File: src/rtl/irq_ctrl.sv
// irq_ctrl: edge-latched, maskable, fixed-priority interrupt controller with ack/EOI handshake
module irq_ctrl #(
  parameter int          N_IRQ    = 8,
  parameter int          NUM_W    = 3,
  parameter logic [15:0] VEC_BASE = 16'h0000
) (
  input  logic             I_clk,
  input  logic             I_reset,
  input  logic [N_IRQ-1:0] I_irq_lines,
  input  logic             I_mask_we,
  input  logic [N_IRQ-1:0] I_mask_data,
  input  logic             I_irq_ack,
  input  logic             I_eoi,
  output logic             O_irq_active,
  output logic [NUM_W-1:0] O_irq_number,
  output logic [15:0]      O_irq_vector,
  output logic             O_num_valid,
  output logic [N_IRQ-1:0] O_pending,
  output logic             O_spurious
);
  localparam logic [1:0] IDLE = 2'd0, REQ = 2'd1, ACKED = 2'd2, IN_SERVICE = 2'd3;
  logic [1:0]       state;
  logic [N_IRQ-1:0] pending, mask, prev_lines, selectable, rise, clr;
  logic [NUM_W-1:0] sel;
  logic             take;
  assign selectable = pending & mask;
  assign rise       = I_irq_lines & ~prev_lines;
  assign take       = state == REQ && I_irq_ack && |selectable;
  assign clr        = take ? N_IRQ'(1) << sel : '0;
  assign O_pending  = pending;
  // lowest selectable index wins; scanning downward leaves the lowest one last
  always_comb begin
    sel = '0;
    for (int i = N_IRQ - 1; i >= 0; i--)
      if (selectable[i]) sel = NUM_W'(i);
  end
  // edge capture, pending set/clear (a same-cycle edge beats the clear) and mask register
  always_ff @(posedge I_clk or negedge I_reset)
    if (!I_reset) begin
      prev_lines <= '0;
      pending    <= '0;
      mask       <= '0;
    end else begin
      prev_lines <= I_irq_lines;
      pending    <= (pending & ~clr) | rise;
      if (I_mask_we) mask <= I_mask_data;
    end
  // request/acknowledge/service handshake with the control unit
  always_ff @(posedge I_clk or negedge I_reset)
    if (!I_reset) begin
      state        <= IDLE;
      O_irq_active <= 1'b0;
      O_irq_number <= '0;
      O_irq_vector <= '0;
      O_num_valid  <= 1'b0;
      O_spurious   <= 1'b0;
    end else begin
      O_spurious <= I_irq_ack && (state == IDLE || state == IN_SERVICE || (state == REQ && ~|selectable));
      case (state)
        IDLE:
          if (|selectable) begin
            state        <= REQ;
            O_irq_active <= 1'b1;
          end
        REQ:
          if (~|selectable) begin
            state        <= IDLE;
            O_irq_active <= 1'b0;
          end else if (I_irq_ack) begin
            state        <= ACKED;
            O_irq_active <= 1'b0;
            O_num_valid  <= 1'b1;
            O_irq_number <= sel;
            O_irq_vector <= VEC_BASE + 16'(sel);
          end
        ACKED:
          if (!I_irq_ack) state <= IN_SERVICE;
        default:
          if (I_eoi) begin
            state       <= IDLE;
            O_num_valid <= 1'b0;
          end
      endcase
    end
endmodule

File: config.mk
export PLATFORM = sky130hd
export DESIGN_NAME = irq_ctrl
export DESIGN_NICKNAME = d
export VERILOG_FILES = /design/src/rtl/irq_ctrl.sv
export SDC_FILE = /design/constraint.sdc
export NUM_CORES = 1
export LEC_CHECK = 0
export BUFFER_PORTS_ARGS = -buffer_cell sky130_fd_sc_hd__buf_2
export CORE_ASPECT_RATIO = 1.5
export CORE_MARGIN = 5
export CORE_UTILIZATION = 35
export CTS_CLUSTER_SIZE = 40
export DETAILED_ROUTE_END_ITERATION = 8
export PLACE_DENSITY_LB_ADDON = 0.15
export SYNTH_ARGS = -nofsm -noshare
export SYNTH_HDL_FRONTEND = slang
export SYNTH_SLANG_ARGS = --single-unit
File: constraint.sdc
create_clock -name I_clk -period 1.76 [get_ports I_clk]
set_input_delay 0 -clock I_clk [delete_from_list [all_inputs] [get_ports I_clk]]
set_output_delay 0 -clock I_clk [all_outputs]
set_load 0.01 [all_outputs]
# After elaboration in Yosys (flattened, before gate mapping)
# Index checks and enable logic that the tools add are counted.
classes:
  bitwise: 7
  n_reduce_logical: 17
  eq_ne: 8
  shifts: 1
  muxes: 23
ops:
  columns: ["cell", "n"]
  rows:
  - ["8-bit bitwise AND", 3]
  - ["3-bit 2-to-1 mux", 8]
  - ["8-bit inverter", 2]
  - ["2-bit 2-to-1 mux", 5]
  - ["8-bit 2-to-1 mux", 1]
  - ["8-bit bitwise OR", 1]
  - ["4-bit AND reduction", 2]
  - ["8-bit OR reduction", 1]
  - ["1-bit by 3-bit << shifter with 8-bit output (first input constant)", 1]
  - ["1-bit 2-to-1 mux", 6]
  - ["2-bit one-hot mux with 3 select lines", 1]
  - ["3-bit AND reduction", 2]
  - ["2-bit == test (second input constant)", 2]
  - ["1-bit logical AND", 4]
  - ["2-bit by 1-bit inequality test with 1-bit output (second input constant)", 2]
  - ["2-bit inequality test (second input constant)", 2]
  - ["1-bit one-hot mux with 2 select lines", 2]
  - ["2-bit nonzero test", 2]
  - ["4-bit nonzero test", 1]
  - ["3-bit inequality test (second input constant)", 1]
  - ["2-bit by 1-bit == test with 1-bit output (second input constant)", 1]
  - ["2-bit zero test", 1]
  - ["1-bit logical OR", 2]
  - ["2-bit OR reduction", 1]
  - ["other kinds (2)", 2]
totals:
  input_bits: 21
  word_cells: 64
  regBits: 32
  output_inout_bits: 30

# Logic depth before layout (Yosys ltp)
logic_depth:
  depth_word: 14
  depth_mapped: 7
  mapped_depth_nobuf: 6

# Least setup slack after synthesis
# OpenSTA, ideal clock, no wires.
synth_timing:
  path_kind: "flip-flop to flip-flop"
  start: "register state[1]"
  end: "register state[0]"
  slack_ns: 0.179
  required_ns: 1.632
  stages_incl_launch_ff: 7
  t_arrival_ns: 1.453
  cell_sequence: "dfrtp_1 > inv_1 > ha_1 > nor2b_1 > a221oi_2 > mux2i_1 > mux2_1"
synth_between:
  elab_chain_cells: 3
synth_rtl:
  columns: ["item", "line", "source"]
  rows:
  - ["from (decl)", "22", "logic [1:0] state;"]
  - ["from (signal assigned)", "51", "state <= IDLE;"]
  - ["from (signal assigned)", "62", "state <= REQ;"]
  - ["from (signal assigned)", "67", "state <= IDLE;"]
  - ["2-bit by 1-bit == test with 1-bit output, or another cell as far along", "59", "case (state)"]
  - ["3-bit inequality test (no source line), or another cell as far along", null, null]
  - ["4-bit AND reduction (no source line)", null, null]
# Several ways; a longest one is shown, not always the timed one.
# A chain may end at the register's enable or synchronous reset.

# Final worst setup path
layout_timing:
  start: "register state[0]"
  end: "register state[0]"
# The elaborated chain is that of the path after synthesis.

==> insert_results.sql <==
INSERT INTO impl_metrics (metric_group, metric, value, unit) VALUES
('outcome', 'outcome', 'finished, final reports clean', ''),
('power', 'power.internal', '1.60', 'mW'),
('yosys', 'synthCells', '147', ''),
('place', 'hpwlAfterDp', '2860', 'um'),
('yosys', 'yosys_warnings', '0', ''),
('floorplan', 'floorplan.die.width', '65.5', 'um'),
('min_path', 'worst_hold_path_type', 'primary input to flop', ''),
('route', 'routedWlPerCell', '14.9', 'um'),
('floorplan', 'chip_height', '93.2', 'um'),
('power', 'p_sw', '0.897', 'mW'),
('floorplan', 'core', '4500', 'sq um'),
('place', 'placement.setup.worst_slack', '0.0378', 'ns'),
('timing', 'timing.final.max_slew_violations', '0', ''),
('cells_and_area', 'mostFrequentLayoutCells', '37 x sky130_fd_sc_hd__buf_2, 31 x sky130_fd_sc_hd__dfrtp_1, 17 x sky130_fd_sc_hd__dlygate4sd3_1', ''),
('clocking', 'cts_tree', 'built', ''),
('timing', 'final.period_utilization', '95.6', '%'),
('clocking', 'htree_levels', '2', ''),
('global_route', 'grt_first_pass_wirelength', '6310', 'um'),
('global_route', 'vias_in_the_first_global_route', '1405', ''),
('floorplan', 'io_pins', '51', ''),
('cells_and_area', 'multi_input_comb_area', '702', 'sq um'),
('clocking', 'cts_buffer_depth', '2', ''),
('cells_and_area', 'instances_no_fill', '255', ''),
('power', 'pwr_density_cell', '1210', 'nW/um^2'),
('cells_and_area', 'n_fill_cell', '450', ''),
('yosys', 'synth_area_leaders', 'sky130_fd_sc_hd__dfrtp_1 50%, sky130_fd_sc_hd__buf_4 7.4%, sky130_fd_sc_hd__mux2_2 5.6%, sky130_fd_sc_hd__nand2_1 3.3%, sky130_fd_sc_hd__ha_1 3.1%', ''),
('critical_path', 'cp_data_arrival_time', '1.84', 'ns'),
('yosys', 'ys.flop_type', 'sky130_fd_sc_hd__dfrtp_1', ''),
('route', 'detailroute.via_count', '1253', ''),
('power', 'vdd.ir_drop.worst', '0.000685', 'V'),
('flow_run', 'drv_cap', '0', ''),
('cells_and_area', 'final_nets', '232', ''),
('clocking', 'cts.sink_count', '32', ''),
('clocking', 'clock_latency_reported_for_the_late_side_of_the_worst_skew_pair', '0.28', 'ns'),
('timing', 'setup_violation_total_in_the_final_timing_report', '0', ''),
('yosys', 'synthesis.area', '1620', 'sq um'),
('yosys', 'synth_edf_count', '0', ''),
('cells_and_area', 'leading_cell_type_in_the_layout_fill_and_taps_excluded', 'sky130_fd_sc_hd__buf_2', ''),
('timing', 'worst_pin_slew', '0.729', 'ns'),
('critical_path', 'critPathMaxFanout', '5', ''),
('timing', 'fin_worst_skew', '0.00494', 'ns'),
('power', 'total_power', '2.50', 'mW'),
('route', 'detail_route.first_pass.iterations', '4', ''),
('critical_path', 'critical_path.startpoint_type', 'flop', ''),
('yosys', 'synth-async-reset-ratio', '100', '%'),
('yosys', 'synth_top_cell_area_share', '49.6', '%'),
('timing', 'fmaxAchievable', '595', 'MHz'),
('floorplan', 'floorplan.rows', '30', ''),
('power', 'part_of_the_power_in_the_clock_network', '20.7', '%'),
('power', 'swShare', '35.9', '%'),
('timing', 'slew-limit-headroom', '51.4', '%'),
('yosys', 'yosys_register_bits', '32', ''),
('route', 'postRouteWirelength', '3800', 'um'),
('yosys', 'synth_cell_types', '33', ''),
('clocking', 'tritoncts.num_buffers', '5', ''),
('critical_path', 'critical_path.endpoint_type', 'flop', ''),
('place', 'dpl.cell_count', '229', ''),
('route', 'antenna_violating_nets_post_route', '0', ''),
('yosys', 'synthesis.area_per_instance', '11.0', 'sq um'),
('global_route', 'pin_count_of_the_biggest_net_entering_global_routing', '33', ''),
('power', 'power_frac_comb', '38.7', '%'),
('clocking', 'clock-root-buffer', 'sky130_fd_sc_hd__clkbuf_8', ''),
('critical_path', 'setup.worst_path.class', 'flop to flop', ''),
('global_route', 'total_congestion_overflow', '0', ''),
('timing', 'holdWs', '0.0625', 'ns'),
('cells_and_area', 'register_area', '802', 'sq um'),
('power', 'power.sequential.fraction', '40.5', '%'),
('cells_and_area', 'drive_gt1_share', '33.8', '%'),
('critical_path', 'cp.required', '1.92', 'ns'),
('floorplan', 'initial_core_utilization', '35.9', '%'),
('timing', 'timing.final.ws_setup', '0.0780', 'ns');
[critical path: stages, from the launching register on]
cell and delay (ns):
sky130_fd_sc_hd__dfrtp_2 0.41, sky130_fd_sc_hd__inv_2 0.05, sky130_fd_sc_hd__ha_2 0.32, sky130_fd_sc_hd__nor2_2 0.05, sky130_fd_sc_hd__a221oi_2 0.27, sky130_fd_sc_hd__mux2i_1 0.14
sky130_fd_sc_hd__mux2_1 0.32
[cell type report]
class                   count  area share (%)
repair buffers             59            18.9
clock inverters             1           0.241
clock buffers               6            3.50
flip-flops and latches     32            38.6
well taps                  48            2.89
inverters                  11            1.99
multi-input cells          98            33.8
[stage by stage]
step           instance area [sq um]  util (%)
2_1_floorplan                   1660         -
5_1_grt                         2080      46.1
3_3_place_gp                    1800      39.9
6_report                        2080      46.1
4_1_cts                         2050      45.4
3_5_place_dp                    1800      39.9
[registers in the layout (all words and copies together) (netlist names)]
name          cells
O_pending         8
mask              8
prev_lines        8
O_irq_vector      3
state             2
O_irq_active      1
O_num_valid       1
O_spurious        1
[power by group through the flow]
stage | Sequential [mW] | Clock (mW) | Combinational [mW]
after floorplan | 1.04 | 0 | 0.598
after global placement | 1.02 | 0 | 0.829
after detailed placement | 1.03 | 0 | 0.855
after CTS | 1.02 | 0.543 | 0.890
after global routing | 1.04 | 0.574 | 1.09
final | 1.01 | 0.518 | 0.969
[cells in the mapped netlist, types with 3 or more instances]
master	count
sky130_fd_sc_hd__ha_1	4
sky130_fd_sc_hd__a21oi_1	8
sky130_fd_sc_hd__dfrtp_1	32
sky130_fd_sc_hd__nor2_1	6
sky130_fd_sc_hd__mux2_2	8
sky130_fd_sc_hd__buf_4	16
sky130_fd_sc_hd__o21ai_0	9
sky130_fd_sc_hd__nand2_1	14
sky130_fd_sc_hd__inv_1	11
sky130_fd_sc_hd__mux2i_1	3
sky130_fd_sc_hd__a22o_1	4
sky130_fd_sc_hd__nand3_1	3
[kinds of logic after synthesis]
| logic type | synth area share (%) |
|---|---|
| AND/OR/NAND/NOR | 10.6 |
| AO/OA/AOI/OAI | 17.8 |
| multiplexers | 8.13 |
| other | 0.232 |
| flip-flops | 49.6 |
| adder cells (fa/ha/maj) | 3.10 |
| buffers and inverters | 10.5 |
[timing repair]
item,CTS,global route
setup buffers,0,2
hold buffers,17,0
endpoints found under the hold margin,55,0
endpoints found under the setup margin,0,7
resized for setup,0,6
[per-layer routing]
layer	vias to the layer above	wire length, um	global-route usage [%]
li1	604	-	-
met1	598	1430	13.7
met2	37	2030	23.7
met3	14	167	3.37
met4	0	171	8.65
met5	-	0	0
[worst paths after layout]
kind,startpoint,endpoint,slack [ns],cells after the start
worst max register to register,state[0],state[0],0.08,6
max in group asynchronous,I_reset,state[0],0.93,2
worst min register to register,prev_lines[0],O_pending[0],0.42,1
worst max-delay path,state[0],state[0],0.08,6
worst min-delay path,I_eoi,O_num_valid,0.06,4
min in group asynchronous,I_reset,prev_lines[6],0.32,2
No activity file was read; power rests on OpenSTA's default activity.
